==> src/rtl/speed_cmd_pkg.sv <==
// speed_cmd_pkg: shared types and constants for the wheel-speed command interface (issuer and display)
package speed_cmd_pkg;
    typedef enum logic [1:0] {
        INSTR_FWD   = 2'd0,
        INSTR_BACK  = 2'd1,
        INSTR_LEFT  = 2'd2,
        INSTR_RIGHT = 2'd3
    } instr_t;

    typedef enum logic [1:0] {S_IDLE, S_SETUP, S_PULSE, S_GAP} issuer_state_t;

    localparam logic [2:0] TORQUE_MAX = 3'd4;

    function automatic logic [2:0] sat_torque(input logic [2:0] t);
        return (t > TORQUE_MAX) ? TORQUE_MAX : t;
    endfunction
endpackage

==> src/rtl/speed_cmd_issuer_if.sv <==
// speed_cmd_issuer_if: command bus from the issuer (master) to the display (slave)
interface speed_cmd_issuer_if;
    import speed_cmd_pkg::*;
    instr_t     instruction;
    logic [2:0] torque;
    logic       read_enable;
    logic       enable;
    logic       busy;
    modport master (output instruction, torque, read_enable, enable, busy);
    modport slave  (input  instruction, torque, read_enable, enable, busy);
endinterface

==> src/rtl/req_conditioner.sv <==
// req_conditioner: 2-FF synchroniser for one request line, plus a debouncer when SPEED_CMD_DEBOUNCE_EN is defined
module req_conditioner #(
    parameter int DEBOUNCE_CYCLES = 1_000_000
) (
    input  logic clk,
    input  logic reset_n,
    input  logic i_req,
    output logic o_req
);
    logic [1:0] r_sync;

    // Bring the asynchronous request into the clk domain
    always_ff @(posedge clk or negedge reset_n)
        if (!reset_n) r_sync <= '0;
        else          r_sync <= {r_sync[0], i_req};

`ifdef SPEED_CMD_DEBOUNCE_EN
    localparam int DW = $clog2(DEBOUNCE_CYCLES + 1);
    logic [DW-1:0] r_cnt;
    logic          r_out;

    // Follow the synchronised input only once it has differed from the output for DEBOUNCE_CYCLES cycles
    always_ff @(posedge clk or negedge reset_n)
        if (!reset_n) begin
            r_cnt <= '0;
            r_out <= 1'b0;
        end else if (r_sync[1] == r_out) begin
            r_cnt <= '0;
        end else if (r_cnt == DW'(DEBOUNCE_CYCLES - 1)) begin
            r_out <= r_sync[1];
            r_cnt <= '0;
        end else begin
            r_cnt <= r_cnt + 1'b1;
        end

    assign o_req = r_out;
`else
    assign o_req = r_sync[1];
`endif
endmodule

==> src/rtl/speed_cmd_issuer.sv <==
// speed_cmd_issuer: issues {instruction, torque} commands with a read_enable strobe at a fixed cadence while a single direction is held; optional debounce via SPEED_CMD_DEBOUNCE_EN
module speed_cmd_issuer
    import speed_cmd_pkg::*;
#(
    parameter int TICK_CYCLES     = 50_000_000,
    parameter int PULSE_CYCLES    = 4,
    parameter int DEBOUNCE_CYCLES = 1_000_000
) (
    input  logic                      clk,
    input  logic                      reset_n,
    input  logic                      req_fwd,
    input  logic                      req_back,
    input  logic                      req_left,
    input  logic                      req_right,
    input  logic [2:0]                torque_sel,
    speed_cmd_issuer_if.master        cmd
);
    localparam int CW = $clog2(TICK_CYCLES + 1);

    logic [3:0]    w_raw;
    logic [3:0]    w_req;
    logic          w_valid;
    instr_t        w_instr;
    logic [2:0]    w_torque;

    issuer_state_t r_state;
    logic [CW-1:0] r_cnt;
    instr_t        r_instr;
    logic [2:0]    r_torque;
    logic          r_rd;
    logic          r_en;
    logic          r_busy;

    assign w_raw = {req_right, req_left, req_back, req_fwd};

    for (genvar g = 0; g < 4; g++) begin : g_cond
        req_conditioner #(.DEBOUNCE_CYCLES(DEBOUNCE_CYCLES)) u_cond (
            .clk     (clk),
            .reset_n (reset_n),
            .i_req   (w_raw[g]),
            .o_req   (w_req[g])
        );
    end

    // Bit index of the single active request is the instruction encoding
    assign w_valid  = $onehot(w_req);
    assign w_instr  = instr_t'({w_req[3] | w_req[2], w_req[3] | w_req[1]});
    assign w_torque = sat_torque(torque_sel);

    // Command FSM; the command word is captured on SETUP entry so it is stable for the whole SETUP cycle
    always_ff @(posedge clk or negedge reset_n)
        if (!reset_n) begin
            r_state  <= S_IDLE;
            r_cnt    <= '0;
            r_instr  <= INSTR_FWD;
            r_torque <= '0;
            r_rd     <= 1'b0;
            r_en     <= 1'b0;
            r_busy   <= 1'b0;
        end else begin
            r_cnt <= (r_cnt == CW'(TICK_CYCLES)) ? r_cnt : r_cnt + 1'b1;
            case (r_state)
                S_IDLE:
                    if (w_valid) begin
                        r_state  <= S_SETUP;
                        r_cnt    <= '0;
                        r_instr  <= w_instr;
                        r_torque <= w_torque;
                        r_busy   <= 1'b1;
                    end
                S_SETUP: begin
                    r_state <= S_PULSE;
                    r_rd    <= 1'b1;
                    r_en    <= 1'b1;
                end
                S_PULSE:
                    if (r_cnt == CW'(PULSE_CYCLES)) begin
                        r_state <= S_GAP;
                        r_rd    <= 1'b0;
                    end
                S_GAP:
                    if (r_cnt == CW'(TICK_CYCLES - 1)) begin
                        if (w_valid) begin
                            r_state  <= S_SETUP;
                            r_cnt    <= '0;
                            r_instr  <= w_instr;
                            r_torque <= w_torque;
                        end else begin
                            r_state <= S_IDLE;
                            r_busy  <= 1'b0;
                        end
                    end
                default: r_state <= S_IDLE;
            endcase
        end

    assign cmd.instruction = r_instr;
    assign cmd.torque      = r_torque;
    assign cmd.read_enable = r_rd;
    assign cmd.enable      = r_en;
    assign cmd.busy        = r_busy;
endmodule
==> src/flat_wrapper.sv <==
// flat-port wrapper written by rule: the top's interface ports become plain ports
module speed_cmd_issuer_flat import speed_cmd_pkg::*;
#(
    parameter int TICK_CYCLES     = 50_000_000,
    parameter int PULSE_CYCLES    = 4,
    parameter int DEBOUNCE_CYCLES = 1_000_000
)
  (clk, reset_n, req_fwd, req_back, req_left, req_right, torque_sel, cmd_instruction, cmd_torque, cmd_read_enable, cmd_enable, cmd_busy);
  speed_cmd_issuer_if cmd_i ();
  input  logic clk;
  input  logic reset_n;
  input  logic req_fwd;
  input  logic req_back;
  input  logic req_left;
  input  logic req_right;
  input  logic [2:0] torque_sel;
  output wire logic [$bits(cmd_i.instruction)-1:0] cmd_instruction;
  output wire logic [$bits(cmd_i.torque)-1:0] cmd_torque;
  output wire logic [$bits(cmd_i.read_enable)-1:0] cmd_read_enable;
  output wire logic [$bits(cmd_i.enable)-1:0] cmd_enable;
  output wire logic [$bits(cmd_i.busy)-1:0] cmd_busy;
  assign cmd_instruction = cmd_i.instruction;
  assign cmd_torque = cmd_i.torque;
  assign cmd_read_enable = cmd_i.read_enable;
  assign cmd_enable = cmd_i.enable;
  assign cmd_busy = cmd_i.busy;
  speed_cmd_issuer #(.TICK_CYCLES(TICK_CYCLES), .PULSE_CYCLES(PULSE_CYCLES), .DEBOUNCE_CYCLES(DEBOUNCE_CYCLES)) u_core (.clk(clk), .reset_n(reset_n), .req_fwd(req_fwd), .req_back(req_back), .req_left(req_left), .req_right(req_right), .torque_sel(torque_sel), .cmd(cmd_i));
endmodule
==> config.mk <==
export PLATFORM = sky130hd
export DESIGN_NAME = speed_cmd_issuer_flat
export DESIGN_NICKNAME = d
export VERILOG_FILES = /design/src/rtl/speed_cmd_pkg.sv /design/src/rtl/speed_cmd_issuer_if.sv /design/src/rtl/req_conditioner.sv /design/src/rtl/speed_cmd_issuer.sv /design/src/flat_wrapper.sv
export SDC_FILE = /design/constraint.sdc
export NUM_CORES = 1
export LEC_CHECK = 0
export BUFFER_PORTS_ARGS = -buffer_cell sky130_fd_sc_hd__buf_2
export CORE_ASPECT_RATIO = 1.2
export CORE_MARGIN = 10
export CORE_UTILIZATION = 59
export DETAILED_ROUTE_END_ITERATION = 8
export GPL_TIMING_DRIVEN = 0
export PLACE_DENSITY = 0.83
export REMOVE_ABC_BUFFERS = 1
export SLEW_MARGIN = 40
export SYNTH_ARGS = -nofsm -noshare
export SYNTH_HDL_FRONTEND = slang
export SYNTH_SLANG_ARGS = --single-unit
==> constraint.sdc <==
create_clock -name clk -period 2.84 [get_ports clk]
set_input_delay 0 -clock clk [delete_from_list [all_inputs] [get_ports clk]]
set_output_delay 0 -clock clk [all_outputs]
set_load 0.03 [all_outputs]
==> results.py <==
metrics = {
    "floorplanning": {
        "coreArea_um2": 3633,
        "die_x_um": 76.20,
        "die_y_um": 87.44,
        "rows": 24,
        "start_util": 0.6154,
        "die_area_um2": 6662,
        "ios": 17,
    },
    "grt": {
        "gr-total-overflow": 0,
        "antenna_found_initial": 0,
        "grt_max_degree": 45,
        "track_usage": 0.1448,
        "grt_pass1_vias": 1679,
        "grt_pass1_wl_mm": 7.762,
    },
    "synth": {
        "ys_top_cells_by_area": "dfrtp_1 49%, ha_1 5.6%, xor2_1 5.5%",
        "synthAdderAreaFrac": 0.06491,
        "synth_edf_count": 0,
        "yosys.area_share.simple": 0.2317,
        "synthesis.instances": 208,
        "synth_top_family_by_area": "simple AND/OR/NAND/NOR gates",
        "synthArstFlopShare": 1.000,
        "synth.area.mux_share": 0.03358,
        "yosys.area.top_type": "dfrtp_1",
        "syn_area_um2": 2236,
        "synth-xor-area-share": 0.09401,
        "ys.flop_type": "dfrtp_1",
        "syn_area_per_cell_um2": 10.75,
        "synth_warnings": 0,
        "ys_ff_latch": 44,
        "yosysSeqAreaShare": 0.4924,
        "synth_compound_area_frac": 0.04980,
        "synth.distinct_cells": 40,
        "netlist.area_leader.share": 0.4924,
    },
    "finish": {
        "final_util": 0.7194,
        "diodes": 0,
        "final_cells": 290,
        "drive_gt1_frac": 0.1849,
        "final_area_um2": 2614,
        "syn_to_final_growth_pct": 16.90,
        "layout.nets": 257,
    },
    "worst_setup_path": {
        "critPathCapture": "u_core.r_cnt[2]",
        "ff2ff_path_depth": 10,
        "worstReg2RegEnd": "u_core.r_cnt[2]",
        "regToRegSetupSlack_ps": 160,
        "cp-start-kind": "flop",
        "crit_arrival_ps": 2880,
        "path_max_fanout": 12,
        "worstSetupPathType": "flop to flop",
        "crit_required_ps": 3030,
        "r2r-start": "u_core.g_cond[3].u_cond.r_sync[1]",
        "crit_start": "u_core.g_cond[3].u_cond.r_sync[1]",
        "worst_setup_path_end_kind": "flop",
    },
    "place": {
        "gp_congestion": 0.8726,
        "dpl.cell_count": 273,
        "port_buffers": 16,
        "dp_hpwl_mm": 2.823,
        "placed_area_um2": 2357,
    },
    "power": {
        "power.net_switching_uw": 835.1,
        "p_leak_nw": 1.161,
        "p_int_mw": 1.367,
        "switching_share": 0.3793,
        "combinationalPowerShare": 0.410,
        "seqPwrFrac": 0.366,
        "peakVddDrop_mv": 0.5057,
        "powerDensity_nw_per_um2": 842.3,
        "clkPwrFrac": 0.225,
    },
    "clock_network": {
        "cts_tree": "done",
        "clk_pin_slew_ps": 90,
        "root_buffer": "clkbuf_8",
        "h-tree-depth": 2,
        "numClockSinks": 44,
        "numCtsBuffers": 5,
        "clock_latency_ps": 310,
        "cts.path.max_buffers": 2,
    },
    "timing": {
        "maxSlewViolCount": 0,
        "max_slew_margin": 0.5532,
        "fin_crit_ps": 2684,
        "finClkSkew_ps": 8.623,
        "worst_pin_slew_ps": 664.6,
        "fin_crit_sh": 0.9450,
        "rsz0062_at_grt": "false",
        "final.setup.tns_ps": 0,
        "setup_violations": 0,
        "whs_ps": 51.24,
        "fmax_mhz": 372.6,
        "hold_viol_final": 0,
    },
    "routing": {
        "detail_route.wl_per_cell_um": 15.60,
        "final_antenna_net_count": 0,
        "viasPerCell": 5.572,
        "drt_iter0_drc": 141,
        "wl_mm": 4.523,
        "vias": 1616,
        "drc_errors": 0,
        "drtPass1Iterations": 4,
    },
    "status": {
        "status": "finished, final reports clean",
    },
    "hold_path": {
        "hold_class": "input port to flop",
    },
    "job": {
        "cap_violations": 0,
    },
}
## cell usage after synthesis (all sizes together), types with 2 or more instances
library cell / n
mux2: 4
nor3: 4
xnor2: 10
nand2b: 4
nor2: 31
a21oi: 4
or2: 2
nor2b: 2
dfrtp: 44
nand3: 17
nand2: 7
inv: 13
xor2: 14
mux2i: 3
buf: 2
ha: 10
and3: 3
nor3b: 2
nand4: 9
nor4: 7
## layout make-up
| class | instances | area (um2) |
|---|---|---|
| flip-flops and latches | 44 | 1101 |
| multi-input cells | 149 | 1101 |
| fillers | 256 | 1020 |
| repair buffers | 24 | 182.7 |
| clock buffers | 5 | 68.82 |
| well taps | 52 | 65.06 |
| inverters | 13 | 48.80 |
| clock inverters | 3 | 46.29 |
## metrics by stage
| stage | power, mW | setup WS, ps |
|---|---|---|
| floorplan | 1.318 | 160.5 |
| global placement | 1.483 | -204.3 |
| detailed placement | 1.511 | -285.3 |
| CTS | 2.075 | 11.23 |
| global route | 2.333 | 1.415 |
| finish | 2.202 | 156.3 |
## routing by layer
layer  part of all wire  vias up  global-route usage
li1                   -      772                   -
met1               0.41      805              0.1569
met2               0.52       30              0.2577
met3              0.044        9             0.04442
met4              0.026        0             0.06091
met5                  0        -                   0
## sequential cells by signal (all words and copies together) (netlist names)
name,cells
u_core.r_cnt,26
u_core.g_cond.u_cond.r_sync,8
u_core.cmd.torque,3
u_core.cmd.instruction,2
u_core.r_state,2
u_core.cmd.busy,1
u_core.cmd.enable,1
u_core.cmd.read_enable,1
## critical path, stage by stage, from the launching register on
cell,delay (ps)
dfrtp_1,380
inv_1,50
ha_1,290
ha_1,200
fa_1,500
nor3b_4,350
nand2b_1,200
nand2b_1,180
a21oi_4,220
buf_12,150
a21oi_1,40
## timing repair
action / in CTS / in global routing
cloned: 1 / 0
gates resized for setup: 2 / 1
pin swaps: 0 / 2
hold endpoints to repair: 49 / 0
buffers inserted: 0 / 2
hold buffers: 6 / 0
setup endpoints to repair: 29 / 26
## worst min path at each step
| stage | startpoint | endpoint | slack (ps) | depth (start not counted) |
|---|---|---|---|---|
| floorplan | reset_n | u_core.cmd.busy | -300 | 0 |
| global route | torque_sel[1] | u_core.cmd.torque[1] | 100 | 3 |
| detailed placement | reset_n | u_core.r_cnt[14] | 30 | 1 |
| finish | torque_sel[1] | u_core.cmd.torque[1] | 50 | 3 |
| global placement | req_left | u_core.g_cond[2].u_cond.r_sync[0] | 110 | 1 |
| CTS | torque_sel[1] | u_core.cmd.torque[1] | 50 | 3 |
## kinds of logic after synthesis
family          count (synthesis)
flops                          44
xor+xnor                       24
buf+inv                        16
fa+ha+maj                      11
compound gates                 12
mux                             7
simple gates                   94
## power groups by stage
stage | sequential (mW) | clock, mW | combinational [mW]
CTS | 0.803 | 0.503 | 0.768
global route | 0.820 | 0.531 | 0.981
global placement | 0.808 | 0 | 0.675
detailed placement | 0.815 | 0 | 0.696
floorplan | 0.897 | 0 | 0.421
finish | 0.805 | 0.495 | 0.902
## placed cells by master, fill, tap and decap left out, drive strengths merged, types with 2 or more instances in the layout
master,count
mux2i,3
xor2,14
clkbuf,5
inv,14
buf,18
dlygate4sd3,6
nor3b,2
nor4,7
nand3,17
nor2b,2
and3,3
ha,10
nand2b,4
or2,2
a21oi,5
nor3,4
xnor2,10
dfrtp,44
mux2,4
nor2,31
nand2,7
nand4,9
(Power assumes the default switching activity.)
